===== config.mk =====
export PLATFORM = sky130hd
export DESIGN_NAME = instr_fetch
export DESIGN_NICKNAME = d
export VERILOG_FILES = /design/src/rtl/burrito_pkg.sv /design/src/rtl/instr_mem.sv /design/src/rtl/instr_fetch.sv
export SDC_FILE = /design/constraint.sdc
export NUM_CORES = 1
export LEC_CHECK = 0
export BUFFER_PORTS_ARGS = -buffer_cell sky130_fd_sc_hd__clkbuf_2
export CORE_MARGIN = 1.5
export CORE_UTILIZATION = 25
export CTS_CLUSTER_DIAMETER = 60
export DETAILED_ROUTE_END_ITERATION = 8
export GPL_TIMING_DRIVEN = 0
export PLACE_DENSITY = 0.46
export SLEW_MARGIN = 10
export SYNTH_ARGS = -nofsm -noshare
export SYNTH_HDL_FRONTEND = slang
export SYNTH_SLANG_ARGS = --single-unit
export TNS_END_PERCENT = 30

===== constraint.sdc =====
create_clock -name clk -period 3.2 [get_ports clk]
set_clock_uncertainty 0.1 [all_clocks]
set_input_delay 0.64 -clock clk [delete_from_list [all_inputs] [get_ports clk]]
set_output_delay 0.64 -clock clk [all_outputs]
set_load 0.005 [all_outputs]

===== src/rtl/burrito_pkg.sv =====
// Shared definitions for the Burrito instruction bus: word layout, HALT opcode
// and the fetch sequencer states.
package burrito_pkg;

  localparam int INSTR_W = 20;
  localparam int FIELD_W = 5;

  localparam int OP_HI   = 19;
  localparam int OP_LO   = 15;
  localparam int SRCA_HI = 14;
  localparam int SRCA_LO = 10;
  localparam int SRCB_HI = 9;
  localparam int SRCB_LO = 5;
  localparam int DEST_HI = 4;
  localparam int DEST_LO = 0;

  localparam logic [FIELD_W-1:0] OP_HALT = 5'b11111;

  typedef enum logic [2:0] {
    IDLE,
    LEER,
    STALL,
    EMITIR,
    FIN
  } fetch_state_t;

endpackage


===== src/rtl/instr_mem.sv =====
// Program store for the fetch unit: DEPTH x INSTR_W array with synchronous
// write and a registered, enable-gated read port.
module instr_mem
  import burrito_pkg::*;
#(
  parameter int DEPTH = 32,
  parameter int AW    = 5
) (
  input  logic               clk,
  input  logic               i_we,
  input  logic [AW-1:0]      i_waddr,
  input  logic [INSTR_W-1:0] i_wdata,
  input  logic               i_re,
  input  logic [AW-1:0]      i_raddr,
  output logic [INSTR_W-1:0] o_rdata
);

  logic [INSTR_W-1:0] r_mem [DEPTH];
  logic [INSTR_W-1:0] r_rdata;

  always_ff @(posedge clk) begin
    if (i_we) begin
      r_mem[i_waddr] <= i_wdata;
    end
    if (i_re) begin
      r_rdata <= r_mem[i_raddr];
    end
  end

  assign o_rdata = r_rdata;

endmodule


===== src/rtl/instr_fetch.sv =====
// Instruction fetch/issue unit feeding the Burrito datapath over valid/ready.
// Optional RAW bubble insertion is enabled by defining FETCH_RAW_STALL_EN.
module instr_fetch
  import burrito_pkg::*;
#(
  parameter int                 DEPTH        = 32,
  parameter int                 AW           = 5,
  parameter logic [FIELD_W-1:0] OP_HALT      = burrito_pkg::OP_HALT,
  parameter int                 STALL_CYCLES = 2
) (
  input  logic               clk,
  input  logic               rst,
  input  logic               carga_en,
  input  logic [AW-1:0]      carga_dir,
  input  logic [INSTR_W-1:0] carga_dato,
  input  logic               inicio,
  output logic [INSTR_W-1:0] instruccion,
  output logic               instr_valid,
  input  logic               instr_ready,
  output logic [AW-1:0]      pc,
  output logic               ocupado,
  output logic               hecho
);

  localparam logic [AW-1:0] PC_LAST = AW'(DEPTH - 1);

  fetch_state_t       r_state;
  logic [AW-1:0]      r_pc;
  logic [INSTR_W-1:0] r_instr;
  logic               r_valid;
  logic               r_ocupado;
  logic               r_hecho;

  logic [INSTR_W-1:0] w_rdata;
  logic               w_start;
  logic               w_xfer;
  logic               w_last;
  logic               w_halt;
  logic               w_to_fin;
  logic               w_we;
  logic               w_re;
  logic [AW-1:0]      w_raddr;
  logic               w_raw;
  logic               w_stall_done;

  assign w_start  = inicio && (r_state == IDLE || r_state == FIN);
  assign w_xfer   = (r_state == EMITIR) && r_valid && instr_ready;
  assign w_last   = (r_pc == PC_LAST);
  assign w_halt   = (w_rdata[OP_HI:OP_LO] == OP_HALT);
  assign w_to_fin = ((r_state == LEER) && w_halt) || (w_xfer && w_last);
  assign w_we     = carga_en && (r_state == IDLE || r_state == FIN);

  // The read is launched on the edge that enters LEER, so the word for the
  // new pc is already on the RAM output register while LEER decides.
  assign w_re    = w_start || (w_xfer && !w_last);
  assign w_raddr = w_start ? '0 : r_pc + AW'(1);

  instr_mem #(
    .DEPTH (DEPTH),
    .AW    (AW)
  ) u_mem (
    .clk     (clk),
    .i_we    (w_we),
    .i_waddr (carga_dir),
    .i_wdata (carga_dato),
    .i_re    (w_re),
    .i_raddr (w_raddr),
    .o_rdata (w_rdata)
  );

`ifdef FETCH_RAW_STALL_EN
  localparam int SCW = (STALL_CYCLES > 1) ? $clog2(STALL_CYCLES) : 1;
  localparam logic [SCW-1:0] STALL_LAST = SCW'(STALL_CYCLES - 1);

  logic [FIELD_W-1:0] r_dest;
  logic               r_dest_vld;
  logic [SCW-1:0]     r_stall_cnt;

  assign w_raw = r_dest_vld &&
                 ((w_rdata[SRCA_HI:SRCA_LO] == r_dest) ||
                  (w_rdata[SRCB_HI:SRCB_LO] == r_dest));
  assign w_stall_done = (r_stall_cnt == STALL_LAST);

  // Invalidation wins over capture so the last word of memory leaves no hazard.
  always_ff @(posedge clk) begin
    if (rst || w_start || w_to_fin) begin
      r_dest_vld <= 1'b0;
    end else if (w_xfer) begin
      r_dest_vld <= 1'b1;
      r_dest     <= r_instr[DEST_HI:DEST_LO];
    end
    if (rst || r_state != STALL) begin
      r_stall_cnt <= '0;
    end else begin
      r_stall_cnt <= r_stall_cnt + SCW'(1);
    end
  end
`else
  assign w_raw        = 1'b0;
  assign w_stall_done = 1'b0;
`endif

  always_ff @(posedge clk) begin
    if (rst) begin
      r_state   <= IDLE;
      r_pc      <= '0;
      r_instr   <= '0;
      r_valid   <= 1'b0;
      r_ocupado <= 1'b0;
      r_hecho   <= 1'b0;
    end else begin
      case (r_state)
        IDLE, FIN: begin
          if (inicio) begin
            r_state   <= LEER;
            r_pc      <= '0;
            r_ocupado <= 1'b1;
            r_hecho   <= 1'b0;
          end
        end
        LEER: begin
          r_instr <= w_rdata;
          if (w_halt) begin
            r_state   <= FIN;
            r_ocupado <= 1'b0;
            r_hecho   <= 1'b1;
          end else if (w_raw) begin
            r_state <= STALL;
          end else begin
            r_state <= EMITIR;
            r_valid <= 1'b1;
          end
        end
        STALL: begin
          if (w_stall_done) begin
            r_state <= EMITIR;
            r_valid <= 1'b1;
          end
        end
        EMITIR: begin
          if (instr_ready) begin
            r_valid <= 1'b0;
            if (w_last) begin
              r_state   <= FIN;
              r_ocupado <= 1'b0;
              r_hecho   <= 1'b1;
            end else begin
              r_pc    <= r_pc + AW'(1);
              r_state <= LEER;
            end
          end
        end
        default: begin
          r_state <= IDLE;
        end
      endcase
    end
  end

  assign instruccion = r_instr;
  assign instr_valid = r_valid;
  assign pc          = r_pc;
  assign ocupado     = r_ocupado;
  assign hecho       = r_hecho;

endmodule


### After elaboration in Yosys (flattened, before gate mapping)

Memory sizes are Yosys's and may differ from the RTL's. A register that Yosys moved wholly into a read port is not among the register bits.
Index checks and enable logic that the tools add are counted.

| word-level totals | value |
|---|---|
| bits of input ports | 30 |
| memories kept | 1 |
| RAM bits | 640 |
| bits in registers | 31 |
| output and inout bits | 28 |
| memory bits (read-only) | 0 |
| word-level logic and storage cells | 63 |
| latch bits | 0 |

Memories:

| name | depth | width | rd ports | clocked after memory_dff | write ports | RTL line | source |
|---|---|---|---|---|---|---|---|
| u_mem.r_mem | 32 | 20 | 1 | 1 | 1 | instr_mem.sv:18 | `logic [INSTR_W-1:0] r_mem [DEPTH];` |

| operators by class | value |
|---|---|
| div/mod/pow operators | 0 |
| multiply operators | 0 |
| equal/unequal tests | 12 |
| reductions and logical operators | 17 |
| bitwise logic cells | 1 |
| multiplexer cells | 25 |
| $add $sub $neg | 1 |
| shift operators | 0 |
| order comparisons | 0 |

Operator list:

| kind | count |
|---|---|
| 5-bit two-way mux | 4 |
| 1-bit two-way mux | 12 |
| 3-bit two-way mux | 4 |
| 2-bit inequality test (second input constant) | 6 |
| 3-bit one-hot mux with 4 select lines | 1 |
| 5-bit == test (second input constant) | 2 |
| 5-bit one-hot mux with 2 select lines | 1 |
| 3-bit by 2-bit == test with 1-bit output (second input constant) | 2 |
| 1-bit one-hot mux with 3 select lines | 2 |
| 3-bit AND reduction | 2 |
| 5-bit by 1-bit adder with 5-bit output (second input constant) | 1 |
| 1-bit logical AND | 5 |
| 5-bit AND reduction | 1 |
| 4-bit AND reduction | 1 |
| 2-bit nonzero test | 2 |
| 3-bit by 1-bit == test with 1-bit output (second input constant) | 1 |
| 3-bit == test (second input constant) | 1 |
| 3-bit zero test | 1 |
| 3-bit nonzero test | 1 |
| 1-bit logical OR | 2 |
| 1-bit one-hot mux with 2 select lines | 1 |
| 2-bit OR reduction | 1 |
| 1-bit zero test | 1 |
| 1-bit inverter | 1 |

### Depth between registers and ports, before layout

Gate-level depths: netlist (run 1).

| depth | value |
|---|---|
| depth after elaboration | 5 |
| depth in mapped cells | 10 |
| gate-level depth less buffers | 8 |

### By module

From an unflattened synthesis (run 1), not the netlist that was laid out.

| unflattened totals | value |
|---|---|
| cell total of the unflattened synthesis | 1577 |
| area total of the unflattened synthesis | 27081.0 um2 |

Modules (own cells, without submodules):

| module | seq. area each (um2) | times used | cells each | area an instance (um2) |
|---|---|---|---|---|
| instr_mem | 19819.0 | 1 | 1414 | 25753.4 |
| instr_fetch | 620.6 | 1 | 163 | 1327.5 |

### Worst setup path before layout (run 1)

Ideal clock, no wire load.

| timing | value |
|---|---|
| path type | reg-to-reg |
| start | register r_pc[0], in the netlist pc[0] |
| end | register u_mem.r_rdata[12], in the netlist u_mem.o_rdata[12], read port of u_mem.r_mem (data pin) |
| data arrival time | 2367 ps |
| stages on the path, launching flop included | 10 |
| period minus slack after synthesis | 2738 ps |
| path slack | 462 ps |
| path buffers | 3 |
| data required time | 2828 ps |
| library setup time | 272 ps |
| cell sequence | dfxtp_1 -> ha_1 -> and3_1 -> ha_1 -> buf_1 -> or4_1 -> buf_4 -> buf_6 -> o22ai_1 -> or4_1 |

| on the way | value |
|---|---|
| longest elaborated chain between the ends | 4 |
| elaborated cells on any way between the ends | 6 |
| classes of those cells | add/sub: 1; eq/ne: 1; mux: 1; reduce/logical: 3 |

RTL lines:

| item | RTL line | source |
|---|---|---|
| start, declared | instr_fetch.sv:28 | `logic [AW-1:0] r_pc;` |
| start signal, assigned | instr_fetch.sv:148 | `r_pc <= r_pc + AW'(1);` |
| parallel branches: the longest is 4 deep, another holds 5-bit by 1-bit adder with 5-bit output | -- |  |
| end, declared | instr_mem.sv:19 | `logic [INSTR_W-1:0] r_rdata;` |

Several ways; the timed one is not identified.
A chain may end at the register's enable or synchronous reset.

### Worst setup path after layout (run 1)

| timing | value |
|---|---|
| start | register r_pc[0], in the netlist pc[0] |
| end | register u_mem.r_rdata[13], in the netlist u_mem.o_rdata[13], read port of u_mem.r_mem (data pin) |

The elaborated chain is that of the path after synthesis.

==> reports/qor.yml, run 1 <==
status:
  status: "finished, violations left"
  violations: "negative setup slack"
cts:
  clock_latency_ns: 0.66
  numCtsBuffers: 77
  post_cts_hold_buffer_count: 0
  htree_levels: 3
  tritoncts: "built"
  clk_pin_slew_ns: 0.06
  cts_sinks: 691
  root_buffer: "clkbuf_16"
  cts.path.max_buffers: 3
power_and_ir_drop:
  power_leakage_nw: 10.1
  ir_drop_v: 0.000343
  p_total_w: 0.0206
  p_per_area_nw_per_um2: 628
floorplanning:
  rows: 120
  fp.dieW_um: 332
  die_h_um: 332
  ios: 58
  coreArea_sq_um: 107000
  initial_core_util_pct: 25.3
  die_area_sq_um: 110000
yosys:
  synth-edff-count: 660
  synth_ff_type: "edfxtp_1"
  yosysWarnings: 0
  yosysUniqueCellTypes: 58
  syn_avg_cell_area_sq_um: 16.5
  synthAdderAreaFrac_pct: 0.0923
  synth-compound-area-share_pct: 7.49
  synthSimpleGateAreaFrac_pct: 6.20
  synth.top_cell.area_share_pct: 73.1
  netlist_top_cells_area: "edfxtp_1 (73%), mux2i_1 (4.6%), mux4_2 (2.4%)"
  synth_area_leader_cell: "edfxtp_1"
  synthMuxAreaShare_pct: 8.59
  syn_inst: 1641
  syn_area_sq_um: 27100
  ys_ff_latch: 691
  yosysSeqAreaShare_pct: 75.4
  synth_xor_area_share_pct: 0.185
  ys_async_sr_fraction_pct: 0
  synth_top_family_by_area: "multiplexers"
  synth_nets: 1673
routing:
  wl_um: 84000
  drc: 0
  wl_met3_um: 4850
  vias: 15798
  vias_per_cell: 4.83
  drtIter0Drc: 1500
  wl_per_cell_um: 25.7
  met1Wirelength_um: 38000
  drtAntennaViolNets: 0
  dr.pass1.iters: 4
  routed-wl-met2_um: 38800
  top_layer_used: "met5"
timing:
  max_freq_mhz: 311
  rsz0062_at_grt: "true"
  setup_viol_count_final: 1
  fin_tns_setup_ns: -0.0128
  fin_crit_sh_pct: 100
  worst_slew_pin_slew_ns: 1.00
  hold_viol_final: 0
  period_minus_slack_ns: 3.21
  fin_ws_ns: -0.0128
  max_slew_margin_pct: 33.3
  maxSlewViolCount: 0
cells_and_area:
  drive_gt1_share_pct: 23.3
  area_growth_pct: 21.0
  utilization_pct: 30.6
  layout.nets: 1833
  instances_no_fill: 3268
hold_path:
  holdCritStartpoint: "rst"
  hold_path.class: "in2reg"
  hold_path_end: "hecho"
  worstHoldPathCells: 2
run:
  max_cap_viol_count: 0
setup_path:
  critPathMaxFanout: 10
  reg2reg_slack_ns: -0.01
  r2r_end: "u_mem.o_rdata[13]"
  worstSetupEndpointType: "flop"
  r2r_cells: 9
  cp.required_ns: 3.57
  cp-startpoint: "pc[0]"
  r2r-start: "pc[0]"
  crit_arrival_ns: 3.59
  path_class: "reg2reg"
  cp-start-kind: "flop"
place:
  dp_slack_ns: -0.829
  place_inst: 3123
  numPortBuffers: 57
  dp_hpwl_um: 57000
  gp_congestion: 0.858
global_routing:
  grt_pass1_vias: 15999
  grt_pass1_wl_um: 119000
  grt_max_degree: 33
  grt.total_usage_pct: 15.0
  antenna_found_initial: 12
  gr-total-overflow: 0
-- flip-flops by register name, indices dropped and copies added, names as in the netlist --
name	count
hecho	1
instr_valid	1
instruccion	20
ocupado	1
pc	5
r_state	3
u_mem.o_rdata	20
u_mem.r_mem	640
-- cell families (layout without fill, tap and decap cells) --
group	count (synthesis)	in the layout
simple gates	325	325
compound gates	317	317
flops	691	691
xor+xnor	4	4
buf+inv	110	331
fa+ha+maj	2	2
other cells	0	3
mux	192	192
-- worst max-delay path by stage --
| stage | end | cells after the start |
|---|---|---|
| after global routing | u_mem.o_rdata[13] | 9 |
| after floorplan | u_mem.o_rdata[12] | 9 |
| after CTS | u_mem.o_rdata[0] | 7 |
| after detailed placement | u_mem.o_rdata[5] | 9 |
| after global placement | u_mem.r_mem[31][13] | 4 |
| final | u_mem.o_rdata[13] | 9 |
-- power breakdown --
group / switching (W) / internal [W]
clock network: 0.00373 / 0.00564
registers: 0.0000478 / 0.0100
logic: 0.000823 / 0.000345
-- through the flow --
stage | instance area (sq um) | hold WS [ns]
2_1_floorplan | 27100 | 0.337
3_3_place_gp | 29200 | 0.348
3_5_place_dp | 29800 | 0.351
4_1_cts | 32700 | 0.114
5_1_grt | 32800 | 0.121
6_report | 32800 | 0.147
-- placed cells by master (no fill, tap or decap), types with 9 or more instances in the layout --
cell,Yosys,final
or4_4,0,10
o221ai_1,29,29
nor2_1,120,87
mux2_2,37,37
and2_1,10,10
buf_4,13,22
clkbuf_4,0,10
nor2_4,0,22
nand3b_1,43,43
nand3_1,16,16
nor2_2,1,12
edfxtp_1,660,660
clkinv_1,0,16
clkbuf_2,0,70
a211oi_2,0,15
buf_16,0,9
clkinv_2,0,9
o22ai_1,74,74
buf_6,7,25
mux4_2,29,29
a211oi_1,38,23
nor3_1,31,28
a21oi_1,102,102
clkbuf_16,0,78
a221oi_1,9,9
mux2i_1,126,126
dfxtp_1,31,29
o21ai_0,34,34
nand2_1,56,56
bufinv_16,0,14
buf_2,42,28
or4_1,20,10
clkbuf_1,40,29
-- Yosys cell counts (3+ instances only) --
| master | instances |
|---|---|
| o211ai_1 | 3 |
| a211oi_1 | 38 |
| o21a_1 | 5 |
| a21boi_0 | 3 |
| nor2b_1 | 6 |
| mux2_2 | 37 |
| buf_2 | 42 |
| and3_1 | 3 |
| nor3_1 | 31 |
| o311a_1 | 8 |
| nor2_1 | 120 |
| buf_6 | 7 |
| a221oi_1 | 9 |
| a21oi_1 | 102 |
| o21ai_0 | 34 |
| o22ai_1 | 74 |
| buf_1 | 6 |
| or4_1 | 20 |
| edfxtp_1 | 660 |
| nand3_1 | 16 |
| buf_4 | 13 |
| nand4_1 | 3 |
| nand2_1 | 56 |
| nand3b_1 | 43 |
| o221ai_1 | 29 |
| dfxtp_1 | 31 |
| mux4_2 | 29 |
| clkbuf_1 | 40 |
| or3_1 | 4 |
| mux2i_1 | 126 |
| and2_1 | 10 |
-- routing by layer --
metal | track usage (%) | vias to the layer above
li1 | - | 6887
met1 | 20.5 | 8293
met2 | 23.8 | 453
met3 | 3.49 | 149
met4 | 4.09 | 16
met5 | 0 | -
-- area by class of cell --
| cell class | instances | area (sq um) |
|---|---|---|
| multi-input combinational | 840 | 6510 |
| inverter | 2 | 7.51 |
| tap | 1403 | 1760 |
| buffer | 107 | 712 |
| clock buffer | 89 | 1990 |
| fill | 10439 | 74500 |
| clock inverter | 51 | 681 |
| timing repair buffer | 82 | 721 |
| sequential | 691 | 20400 |
| antenna | 3 | 7.51 |
-- critical path, stage by stage, from the launching register on --
cell and delay [ns]:
dfxtp_2 0.36, ha_1 0.39, buf_4 0.21, buf_2 0.38
clkbuf_4 0.37, nor2_1 0.06, a21oi_1 0.12, o22ai_1 0.09
a211oi_1 0.67, or4_1 0.29
-- timing repair --
action                                  4_1_cts  5_1_grt
pin swaps                                     4        4
gates resized for setup                      89       38
buffers inserted                              3        0
endpoints found under the setup margin      541       84
Power figures use the tool's default switching activity.
==> inputs of run 2 (changes only) <==
--- a/config.mk
+++ b/config.mk
@@ -7,11 +7,11 @@
 export LEC_CHECK = 0
 export BUFFER_PORTS_ARGS = -buffer_cell sky130_fd_sc_hd__clkbuf_2
 export CORE_MARGIN = 1.5
-export CORE_UTILIZATION = 25
+export CORE_UTILIZATION = 62
 export CTS_CLUSTER_DIAMETER = 60
 export DETAILED_ROUTE_END_ITERATION = 8
 export GPL_TIMING_DRIVEN = 0
-export PLACE_DENSITY = 0.46
+export PLACE_DENSITY = 0.86
 export SLEW_MARGIN = 10
 export SYNTH_ARGS = -nofsm -noshare
 export SYNTH_HDL_FRONTEND = slang
==> reports/qor.yml, run 2 (synthesis gave the netlist of run 1 again) <==
routing:
  drc: 0  # unchanged
  dr.pass1.iters: 6  # was 4
  vias: 16815  # was 15.8k
  drtIter0Drc: 2904  # was 1500
  wl_um: 72100  # was 84000 um
  drtAntennaViolNets: 0  # unchanged
  vias_per_cell: 6.90  # was 4.83
  wl_per_cell_um: 29.6  # was 25.7 um
cells_and_area:
  register_area_sq_um: 20400  # about the same
  layout_common_cells: "edfxtp_1 (660), mux2i_1 (125), a21oi_1 (102), nor2_1 (87), o22ai_1 (74)"  # was edfxtp_1 (660), mux2i_1 (126), a21oi_1 (102), nor2_1 (87), clkbuf_16 (78)
  layout_commonest_cell: "edfxtp_1"  # unchanged
  largest_reg_flops: 640  # unchanged
  multiInputGateArea_sq_um: 6340  # was 6510 sq um
  area_growth_pct: 14.6  # was 21.0%
  instances_no_fill: 2437  # was 3268
  utilization_pct: 72.1  # was 30.6%
  drive_gt1_share_pct: 21.0  # was 23.3%
  nFillCells: 2412  # was 10.4k
  top_register: "u_mem.r_mem"  # unchanged
  layout.nets: 1832  # was 1833
setup_path:
  cp-start-kind: "flop"  # unchanged
  cp.required_ns: 3.54  # was 3.57 ns
  path_class: "reg2reg"  # unchanged
  r2r-start: "pc[0]"  # unchanged
  critPathMaxFanout: 10  # unchanged
  reg2reg_slack_ns: -0.12  # was -0.01 ns
  worstSetupEndpointType: "flop"  # unchanged
  r2r_cells: 7  # was 9
  crit_arrival_ns: 3.66  # was 3.59 ns
  r2r_end: "u_mem.o_rdata[13]"  # unchanged
power_and_ir_drop:
  power_leakage_nw: 9.87  # was 10.1 nW
  p_total_w: 0.0189  # was 0.0206 W
  p_per_area_nw_per_um2: 609  # was 628 nW/um^2
  ir_drop_v: 0.000532  # was 0.000343 V
timing:
  fin_crit_sh_pct: 104  # was 100%
  maxSlewViolCount: 0  # unchanged
  setup_viol_count_final: 10  # was 1
  fin_tns_setup_ns: -0.491  # was -0.0128 ns
  rsz0062_at_grt: "true"  # unchanged
  worst_slew_pin_slew_ns: 0.916  # was 1.00 ns
  max_freq_mhz: 301  # was 311 MHz
  max_slew_margin_pct: 38.6  # was 33.3%
  hold_viol_final: 0  # unchanged
  period_minus_slack_ns: 3.32  # was 3.21 ns
  fin_ws_ns: -0.123  # was -0.0128 ns
hold_path:
  hold_path_end: "hecho"  # unchanged
  worstHoldPathCells: 2  # unchanged
  holdCritStartpoint: "rst"  # unchanged
  hold_path.class: "in2reg"  # unchanged
cts:
  cts.path.max_buffers: 3  # unchanged
  post_cts_hold_buffer_count: 0  # unchanged
  clk_pin_slew_ns: 0.06  # about the same
  tritoncts: "built"  # unchanged
  cts_sinks: 691  # unchanged
  htree_levels: 3  # unchanged
  numCtsBuffers: 68  # was 77
  clock_latency_ns: 0.60  # was 0.66 ns
  root_buffer: "clkbuf_16"  # unchanged
status:
  violations: "negative setup slack"  # unchanged
  status: "finished, violations left"  # unchanged
global_routing:
  gr-total-overflow: 0  # unchanged
  grt.total_usage_pct: 32.3  # was 15.0%
  grt_max_degree: 33  # unchanged
  grt_pass1_wl_um: 103000  # was 119000 um
  antenna_found_initial: 6  # was 12
  grt_pass1_vias: 16248  # was 16.0k
floorplanning:
  rows: 76  # was 120
  initial_core_util_pct: 63.0  # was 25.3%
  die_h_um: 212  # was 332 um
  ios: 58  # unchanged
  die_area_sq_um: 45000  # was 110000 sq um
  fp.dieW_um: 212  # was 332 um
  coreArea_sq_um: 43100  # was 107000 sq um
place:
  gp_congestion: 0.973  # was 0.858
  place_inst: 2311  # was 3123
  dp_hpwl_um: 46400  # was 57000 um
  numPortBuffers: 57  # unchanged
run:
  max_cap_viol_count: 0  # unchanged
[run 2: changes by cell type in the layout (fill, tap and decap cells not counted), sizes merged]
cell    previous run  this run
buf               91       100
bufinv            14         4
clkbuf           187       190
clkinv            30        22
diode              3         1
inv                7         2
[run 2: cell type report]
type	count	share of cell area [%]
clock inverter	28	0.733
buffer	107	2.13
sequential	691	65.8
multi-input combinational	840	20.4
antenna	1	0.00805
tap	585	2.36
inverter	2	0.0242
clock buffer	93	6.12
timing repair buffer	90	2.46
[run 2: where the power goes]
group	leakage, nW	switching [W]	internal, W	total, W
sequential	6.20	0.0000499	0.0100	0.0101
clock	1.03	0.00327	0.00448	0.00775
combinational	2.63	0.000764	0.000325	0.00109
[run 2: metrics by stage]
stage | area [sq um] | hold slack (ns) | setup slack, ns
final | 31100 | 0.167 | -0.123
after global routing | 31100 | 0.167 | -0.155
after CTS | 30900 | 0.158 | -0.0751
after detailed placement | 28700 | 0.349 | -0.474
after global placement | 28100 | 0.342 | -0.738
after floorplan | 27100 | 0.337 | 0.462
[run 2: repair_timing]
item	4_1_cts	5_1_grt
pin swaps	0	2
resized for setup	48	36
endpoints found under the setup margin	140	582
setup buffers	0	5
[run 2: worst max path at each step]
| stage | from | to | slack, ns |
|---|---|---|---|
| final | pc[0] | u_mem.o_rdata[13] | -0.12 |
| after CTS | r_state[1] | u_mem.r_mem[17][9] | -0.08 |
| after floorplan | pc[0] | u_mem.o_rdata[12] | 0.46 |
| after global placement | r_state[1] | u_mem.r_mem[25][16] | -0.74 |
| after global routing | pc[0] | u_mem.o_rdata[18] | -0.15 |
| after detailed placement | pc[0] | u_mem.o_rdata[7] | -0.47 |
[run 2: metal layers]
layer  up-vias  routed length, um  global-route usage [%]
met5         -                 54                       0
met4         8               3920                    16.5
met3       301              10200                    9.65
met2      1533              33700                    51.2
met1      8131              24200                    40.8
li1       6842                  -                       -
[run 2: worst max-delay path, cell delays in order, from the launching register on]
cell	delay, ns
dfxtp_1	0.45
buf_4	0.30
buf_2	0.40
and2_1	0.20
clkbuf_1	0.45
a221oi_1	0.18
a211oi_1	0.82
or4_1	0.27
